**config.mk**
```make
export PLATFORM = sky130hd
export DESIGN_NAME = pipeline_ctrl
export DESIGN_NICKNAME = d
export VERILOG_FILES = /design/src/rtl/pipeline_ctrl.sv
export SDC_FILE = /design/constraint.sdc
export NUM_CORES = 1
export LEC_CHECK = 0
export CAP_MARGIN = 20
export CORE_UTILIZATION = 43
export DETAILED_ROUTE_END_ITERATION = 6
export PLACE_DENSITY = 0.79
export SLEW_MARGIN = 10
export SYNTH_ARGS = -nofsm -noshare
export SYNTH_HDL_FRONTEND = slang
export SYNTH_SLANG_ARGS = --single-unit
```
**constraint.sdc**
```tcl
create_clock -name clk -period 2.2 [get_ports clk]
set_clock_uncertainty 0.2 [all_clocks]
set_input_delay 0.44 -clock clk [delete_from_list [all_inputs] [get_ports clk]]
set_output_delay 0.44 -clock clk [all_outputs]
set_load 0.005 [all_outputs]
```
**src/rtl/pipeline_ctrl.sv**
```systemverilog
// Stall/flush controller for the 5-stage pipeline. It cascades the per-stage stall requests,
// tracks outstanding inst/data bus transactions and sequences exception flushes.
module pipeline_ctrl #(
    parameter int unsigned MAX_OUT = 2,
    parameter int unsigned CNT_W   = 2
) (
    input  logic        clk,
    input  logic        rst,
    input  logic        if_req_stall,
    input  logic        id_req_stall,
    input  logic        exe_req_stall,
    input  logic        mem_req_stall,
    input  logic        inst_issue,
    input  logic        inst_done,
    input  logic        data_issue,
    input  logic        data_done,
    input  logic        exception_in,
    input  logic [31:0] exception_pc_in,
    output logic [3:0]  stall,
    output logic        exception,
    output logic        flush_pc_valid,
    output logic [31:0] flush_pc,
    output logic        inst_req_ok,
    output logic        data_req_ok,
    output logic        cnt_err
);

    localparam logic [1:0] ST_RUN   = 2'd0;
    localparam logic [1:0] ST_DRAIN = 2'd1;
    localparam logic [1:0] ST_FLUSH = 2'd2;

    localparam logic [CNT_W-1:0] CNT_MAX  = CNT_W'(MAX_OUT);
    localparam logic [CNT_W-1:0] CNT_ZERO = '0;
    localparam logic [CNT_W-1:0] CNT_ONE  = CNT_W'(1);

    logic [1:0]       state_q, state_d;
    logic [CNT_W-1:0] inst_cnt_q, inst_cnt_d;
    logic [CNT_W-1:0] data_cnt_q, data_cnt_d;
    logic [31:0]      pc_q, pc_d;
    logic             cnt_err_q, cnt_err_d;
    logic             inst_err, data_err;
    logic             drained;
    logic [3:0]       stall_raw;

    // Returns {error, next_count}; a saturating step flags the error instead of wrapping.
    function automatic logic [CNT_W:0] cnt_step(input logic [CNT_W-1:0] cnt,
                                                 input logic issue,
                                                 input logic done);
        logic [CNT_W-1:0] nxt;
        logic             err;
        nxt = cnt;
        err = 1'b0;
        if (issue && !done) begin
            if (cnt >= CNT_MAX) err = 1'b1;
            else                nxt = cnt + CNT_ONE;
        end else if (done && !issue) begin
            if (cnt == CNT_ZERO) err = 1'b1;
            else                 nxt = cnt - CNT_ONE;
        end
        return {err, nxt};
    endfunction

    always_comb begin
        {inst_err, inst_cnt_d} = cnt_step(inst_cnt_q, inst_issue, inst_done);
        {data_err, data_cnt_d} = cnt_step(data_cnt_q, data_issue, data_done);
        cnt_err_d = cnt_err_q | inst_err | data_err;
    end

    assign drained = (inst_cnt_d == CNT_ZERO) && (data_cnt_d == CNT_ZERO);

    always_comb begin
        state_d = state_q;
        pc_d    = pc_q;
        case (state_q)
            ST_RUN: begin
                if (exception_in) begin
                    pc_d    = exception_pc_in;
                    state_d = drained ? ST_FLUSH : ST_DRAIN;
                end
            end
            ST_DRAIN: begin
                if (drained) state_d = ST_FLUSH;
            end
            ST_FLUSH: begin
                state_d = ST_RUN;
            end
            default: begin
                state_d = ST_RUN;
            end
        endcase
    end

    always_ff @(posedge clk or negedge rst) begin
        if (!rst) begin
            state_q    <= ST_RUN;
            inst_cnt_q <= '0;
            data_cnt_q <= '0;
            pc_q       <= '0;
            cnt_err_q  <= 1'b0;
        end else begin
            state_q    <= state_d;
            inst_cnt_q <= inst_cnt_d;
            data_cnt_q <= data_cnt_d;
            pc_q       <= pc_d;
            cnt_err_q  <= cnt_err_d;
        end
    end

    always_comb begin
        stall_raw = 4'b0000;
        case (state_q)
            ST_RUN: begin
                stall_raw[3] = mem_req_stall;
                stall_raw[2] = exe_req_stall | stall_raw[3];
                stall_raw[1] = id_req_stall  | stall_raw[2];
                stall_raw[0] = if_req_stall  | stall_raw[1];
            end
            ST_DRAIN: stall_raw = 4'b1111;
            default:  stall_raw = 4'b0000;
        endcase
    end

    // Combinational outputs are gated so they read zero while reset is asserted.
    assign stall          = stall_raw & {4{rst}};
    assign inst_req_ok    = rst && (state_q == ST_RUN) && (inst_cnt_q < CNT_MAX);
    assign data_req_ok    = rst && (state_q == ST_RUN) && (data_cnt_q < CNT_MAX);
    assign exception      = (state_q == ST_FLUSH);
    assign flush_pc_valid = (state_q == ST_FLUSH);
    assign flush_pc       = (state_q == ST_FLUSH) ? pc_q : 32'h0;
    assign cnt_err        = cnt_err_q;

endmodule

```
==> results of run 1 <==
## registers in the layout, summed over array words and instances (netlist names)
| name | count |
|---|---|
| state_q | 2 |
| pc_q | 32 |
| cnt_err | 1 |
| inst_cnt_q | 2 |
| data_cnt_q | 2 |
## critical path: stages, from the launching register on
cell,delay (ns)
dfrtp_1,0.39
buf_4,0.14
nor2b_4,0.16
buf_12,0.14
buf_6,0.13
and2_4,0.13
buf_2,0.11
## layout make-up
type	count	area [sq um]	share of cell area [%]
tap	52	65.06	2.183
inverter	7	26.28	0.8816
clock buffer	8	100.1	3.359
sequential	39	975.9	32.75
multi-input combinational	115	965.9	32.41
timing repair buffer	98	847.1	28.42
## per-layer routing
layer / vias to the layer above / global-route usage, % / wire [um]
met5: - / 0 / 0
met4: 0 / 7.333 / 65
met3: 7 / 3.896 / 177
met2: 39 / 33.44 / 2339
met1: 740 / 22.74 / 1885
li1: 759 / - / -
## Yosys cell counts, types with 2 or more instances
library cell / instances / area share, %
buf_6: 3 / 1.7
nor2b_1: 3 / 0.94
mux2_1: 3 / 1.7
and2_1: 32 / 10
ha_1: 8 / 5.0
or3b_1: 2 / 0.88
clkbuf_1: 3 / 0.56
nand3b_1: 2 / 0.75
a21oi_1: 5 / 1.3
o211ai_2: 2 / 1.3
nor3_1: 3 / 0.75
a211oi_1: 2 / 0.75
dfrtp_1: 39 / 49
mux2_2: 29 / 16
nand2_1: 2 / 0.38
buf_2: 2 / 0.50
inv_1: 7 / 1.3
nor2_1: 12 / 2.3
## power by group through the flow
stage	logic, W	clock network [W]	registers, W
CTS	0.000742	0.000544	0.00119
detailed placement	0.000721	0	0.00121
global placement	0.000699	0	0.00119
finish	0.000731	0.000525	0.00119
global route	0.000805	0.000573	0.00124
floorplan	0.000518	0	0.00116
## through the flow
| step | TNS (ns) | util (%) | hold slack (ns) |
|---|---|---|---|
| finish | 0 | 67.52 | 0.03386 |
| global route | 0 | 67.52 | 0.07463 |
| detailed placement | -0.5890 | 66.07 | 0.2694 |
| floorplan | 0 | - | -0.05559 |
| global placement | -0.5130 | 66.07 | 0.2628 |
| CTS | 0 | 68.74 | 0.04454 |
## layout by cell type (no fill, tap or decap), types with 3 or more instances in the layout
master           count
inv_1                7
mux2_2              29
nor2_1              12
buf_4                8
nor3_1               3
mux2_1               3
clkbuf_8             7
dfrtp_1             39
clkdlybuf4s50_1     40
buf_2               18
dlygate4sd2_1        8
clkbuf_2            15
buf_6                3
a21oi_1              5
and2_4               3
ha_1                 8
and2_1              29
## final timing paths
path | start | end | slack (ns)
setup reg to reg | state_q[0] | pc_q[27] | 0.36
max in group asynchronous | rst | pc_q[30] | 1.42
hold / removal | rst | pc_q[14] | 0.03
setup / recovery | state_q[0] | flush_pc[22] | 0.06
hold reg to reg | pc_q[9] | pc_q[9] | 0.29
min in group clk | pc_q[9] | pc_q[9] | 0.29
## repair_timing
item / in CTS / in global routing
gates cloned: 2 / 1
gates resized for setup: 97 / 37
hold buffers: 0 / 0
pin swaps: 0 / 1
setup buffers: 6 / 0
endpoints found under the setup margin: 40 / 34
## kinds of logic after synthesis
group / Yosys count / share of synthesized area (%)
flip-flops: 39 / 48.78
AND/OR/NAND/NOR: 62 / 18.95
AO/OA/AOI/OAI: 12 / 4.377
buffers and inverters: 16 / 4.441
multiplexers: 32 / 18.01
adder cells (fa/ha/maj): 8 / 5.003
XOR/XNOR: 1 / 0.4379
==> results.yml, run 1 <==
power_and_ir_drop:
  peakVddDrop_uv: 417.2
  p_leak_nw: 1.422
  internal-power_w: 0.001788
  power_frac_comb_pct: 29.9
  powerDensity_nw_per_um2: 821.8
  clkPwrFrac_pct: 21.4
  switching_share_pct: 27.01
  power_w: 0.002449
  power_switching_w: 0.0006614
  power_frac_seq_pct: 48.7
synth:
  syn_nets: 221
  synth_cell_type_count: 29
  post_synth.cell_area_avg_sq_um: 11.77
  synth.cell_area_sq_um: 2001
  synthArstFlopShare_pct: 100.0
  yosys_warnings: 0
  synth-seq-area-share_pct: 48.78
  synthFlopType: "dfrtp_1"
  synth_edf_count: 0
  synth-seq-cells: 39
  syn_inst: 170
clock_network:
  clockBufferDepth: 2
  cts_tree: "built"
  clk_pin_slew_ns: 0.08
  cts_max_level: 2
  cts_buffers: 5
  cts_root_buffer: "clkbuf_8"
  clock_sinks: 39
  clk_latency_ns: 0.28
routing:
  drt_wl_total_um: 4467
  vias_per_cell: 4.843
  drc: 0
  drtAntennaViolNets: 0
  drtIter0Drc: 60
  routed-via-count: 1545
  drtPass1Iterations: 4
  routedWlPerCell_um: 14.00
setup_path:
  cp_max_fo: 9
  reg2regPathDepth: 5
  worstSetupPathType: "register to output port"
  crit_path_start_kind: "register"
  end_kind: "output port"
  critical_path_required_ns: 1.56
  crit_arrival_ns: 1.50
grt:
  grt_antenna_before_repair: 0
  grt_remaining_overflow: 0
  grt_pass1_vias: 1523
  grt_pass1_wl_um: 7251
  grt_usage_pct: 19.02
  grt_max_degree: 40
finish:
  stdcell_area_sq_um: 2980
  nFillCells: 381
  synthToLayoutAreaGrowth_pct: 48.97
  drive_gt1_share_pct: 35.21
  final_nets: 317
  n_antenna_cell: 0
  layout.cells.non_filler: 319
placed_design:
  dp_worst_setup_slack_ns: -0.2226
  post_dp_cell_area_sq_um: 2917
  gp_congestion: 0.6941
  port_buffers: 83
  placed_cells: 304
  hpwl_um: 2934
outcome:
  status: "completed"
floorplanning:
  io_pins: 84
  rows: 24
  die_w_um: 70.21
  core_sq_um: 4414
  initial_core_util_pct: 45.32
  die_area_sq_um: 4929
  die_h_um: 70.21
sta:
  final_hold_viol_count: 0
  fin_crit_sh_pct: 97.07
  slew_headroom_pct: 66.27
  fmax_mhz: 468.3
  rsz0062_at_grt: "no"
  finalMaxSlewViolations: 0
  period_minus_slack_ns: 2.136
  tightest_slew_ns: 0.5059
  fin_ws_ns: 0.06448
  setup_viol: 0
flow_run:
  maxCapViolations: 0
hold_path:
  hold_class: "primary input to async pin"
No activity file was read; power rests on OpenSTA's default activity.
==> run 2, diff against run 1 <==
==> constraint.sdc (replaced) <==
create_clock -name clk -period 2.2 [get_ports clk]
set_clock_uncertainty 0.2 [all_clocks]
set_input_delay 0.33 -clock clk [delete_from_list [all_inputs] [get_ports clk]]
set_output_delay 0.33 -clock clk [all_outputs]
set_load 0.005 [all_outputs]
==> results.yml, run 2 (synthesized netlist as in run 1, its figures left out) <==
routing:
  vias_per_cell: 4.921
  routedWlPerCell_um: 14.35
  drtIter0Drc: 57
  routed-via-count: 1560
  drt_wl_total_um: 4548
  drc: 0
  drtAntennaViolNets: 0
  drtPass1Iterations: 3
setup_path:
  worstSetupPathType: "register to output port"
  reg2regPathDepth: 5
  end_kind: "output port"
  crit_path_start: "state_q[0]"
  cp_max_fo: 5
  crit_arrival_ns: 1.61
  crit_path_start_kind: "register"
  critical_path_required_ns: 1.67
  r2r_slack_ns: 0.38
  r2r_end: "pc_q[19]"
  regToRegStartpoint: "state_q[1]"
  endpoint: "stall[3]"
finish:
  final_nets: 315
  n_antenna_cell: 0
  synthToLayoutAreaGrowth_pct: 59.29
  layout.cells.non_filler: 317
  layout_commonest_cell: "clkdlybuf4s50_1"
  final_cell_mix: "45 x clkdlybuf4s50_1, 38 x dfrtp_1, 32 x and2_1, 29 x mux2_2, 21 x dlymetal6s2s_1"
  top_register: "pc_q"
  stdcell_area_sq_um: 3187
  drive_gt1_share_pct: 22.64
  largest_register_ffs: 32
  nFillCells: 326
sta:
  fin_crit_sh_pct: 97.44
  setup_viol: 0
  final_hold_viol_count: 0
  tns_ns: 0
  tightest_slew_ns: 0.5028
  fmax_mhz: 466.5
  rsz0062_at_grt: "no"
  finalMaxSlewViolations: 0
  hold_ws_ns: 0.2798
  slew_headroom_pct: 66.48
  period_minus_slack_ns: 2.144
clock_network:
  clockBufferDepth: 2
  cts_root_buffer: "clkbuf_8"
  clk_pin_slew_ns: 0.07
  cts_buffers: 5
  clk_latency_ns: 0.29
  cts_max_level: 2
  cts_tree: "built"
  clock_sinks: 39
grt:
  grt_max_degree: 40
  grt_antenna_before_repair: 0
  grt_pass1_wl_um: 7596
  grt_usage_pct: 20.08
  grt_remaining_overflow: 0
  grt_pass1_vias: 1558
power_and_ir_drop:
  internal-power_w: 0.001964
  switching_share_pct: 26.05
  power_frac_seq_pct: 45.2
  power_frac_comb_pct: 28.1
  power_switching_w: 0.0006918
  clkPwrFrac_pct: 26.6
  powerDensity_nw_per_um2: 833.3
  power_w: 0.002655
  p_leak_nw: 1.778
  peakVddDrop_uv: 556.1
hold_path:
  hold_class: "register to register"
placed_design:
  post_dp_cell_area_sq_um: 2887
  gp_congestion: 0.7204
  hpwl_um: 2991
  placed_cells: 300
  port_buffers: 83
floorplanning:
  die_w_um: 70.21
  die_area_sq_um: 4929
  rows: 24
  initial_core_util_pct: 45.32
  io_pins: 84
  die_h_um: 70.21
  core_sq_um: 4414
outcome:
  status: "completed"
flow_run:
  maxCapViolations: 0
==> run 2: cell count changes in the layout (fill, tap and decap cells not counted), moves of 3 or more <==
cell	change
and2_1	+3
dlymetal6s2s_1	+19
clkdlybuf4s50_1	+5
dlygate4sd2_1	+8
clkbuf_2	-15
and2_4	-3
buf_2	-17
==> run 2: per-stage QoR <==
stage                     util [%]  worst slack [ns]
after floorplan                  -            0.5156
after global placement       65.39           0.01751
after detailed placement     65.39         0.0003735
after CTS                    71.15          -0.08377
after global routing         72.19         0.0008736
final                        72.19           0.05637
==> run 2: power by group through the flow <==
stage	Combinational [W]	Clock [W]	Sequential, W
global placement	0.000685	0	0.00120
finish	0.000747	0.000707	0.00120
CTS	0.000751	0.000721	0.00120
floorplan	0.000518	0	0.00116
global route	0.000829	0.000745	0.00124
detailed placement	0.000713	0	0.00122
==> run 2: cell type report <==
type	instances	area (sq um)	share of cell area, %
Inverter	7	26.28	0.8245
Timing Repair Buffer	96	1015	31.84
Multi-Input combinational cell	115	970.9	30.47
Clock inverter	2	60.06	1.885
Sequential cell	39	977.2	30.66
Clock buffer	6	72.57	2.277
Tap cell	52	65.06	2.042
==> run 2: worst min-delay path by stage <==
| stage | startpoint | to | slack (ns) | cells after the start |
|---|---|---|---|---|
| floorplan | rst | cnt_err | -0.17 | 0 |
| detailed placement | rst | state_q[0] | 0.25 | 2 |
| CTS | pc_q[11] | pc_q[11] | 0.29 | 1 |
| finish | pc_q[11] | pc_q[11] | 0.28 | 1 |
| global route | pc_q[11] | pc_q[11] | 0.30 | 1 |
| global placement | rst | state_q[1] | 0.24 | 2 |
==> run 2: per-layer routing <==
metal / up-vias / share of wire [%] / wire length (um) / GRT usage (%)
met5: - / 0 / 0 / 0
met1: 758 / 41 / 1858 / 23.91
li1: 754 / - / - / -
met2: 40 / 53 / 2406 / 34.72
met4: 0 / 1.9 / 87 / 9.333
met3: 8 / 4.3 / 195 / 4.040
==> run 2: timing repair <==
item,in CTS,in global routing
gates cloned,2,0
hold endpoints to repair,39,0
resized for setup,23,27
endpoints found under the setup margin,35,24
buffers inserted,7,0
hold buffers,1,0
==> run 2: critical path, cell delays in order, from the launching register on <==
cell             delay, ns
dfrtp_2               0.43
buf_4                 0.15
buf_4                 0.15
nor2_2                0.11
nor2_2                0.04
clkdlybuf4s50_1       0.44
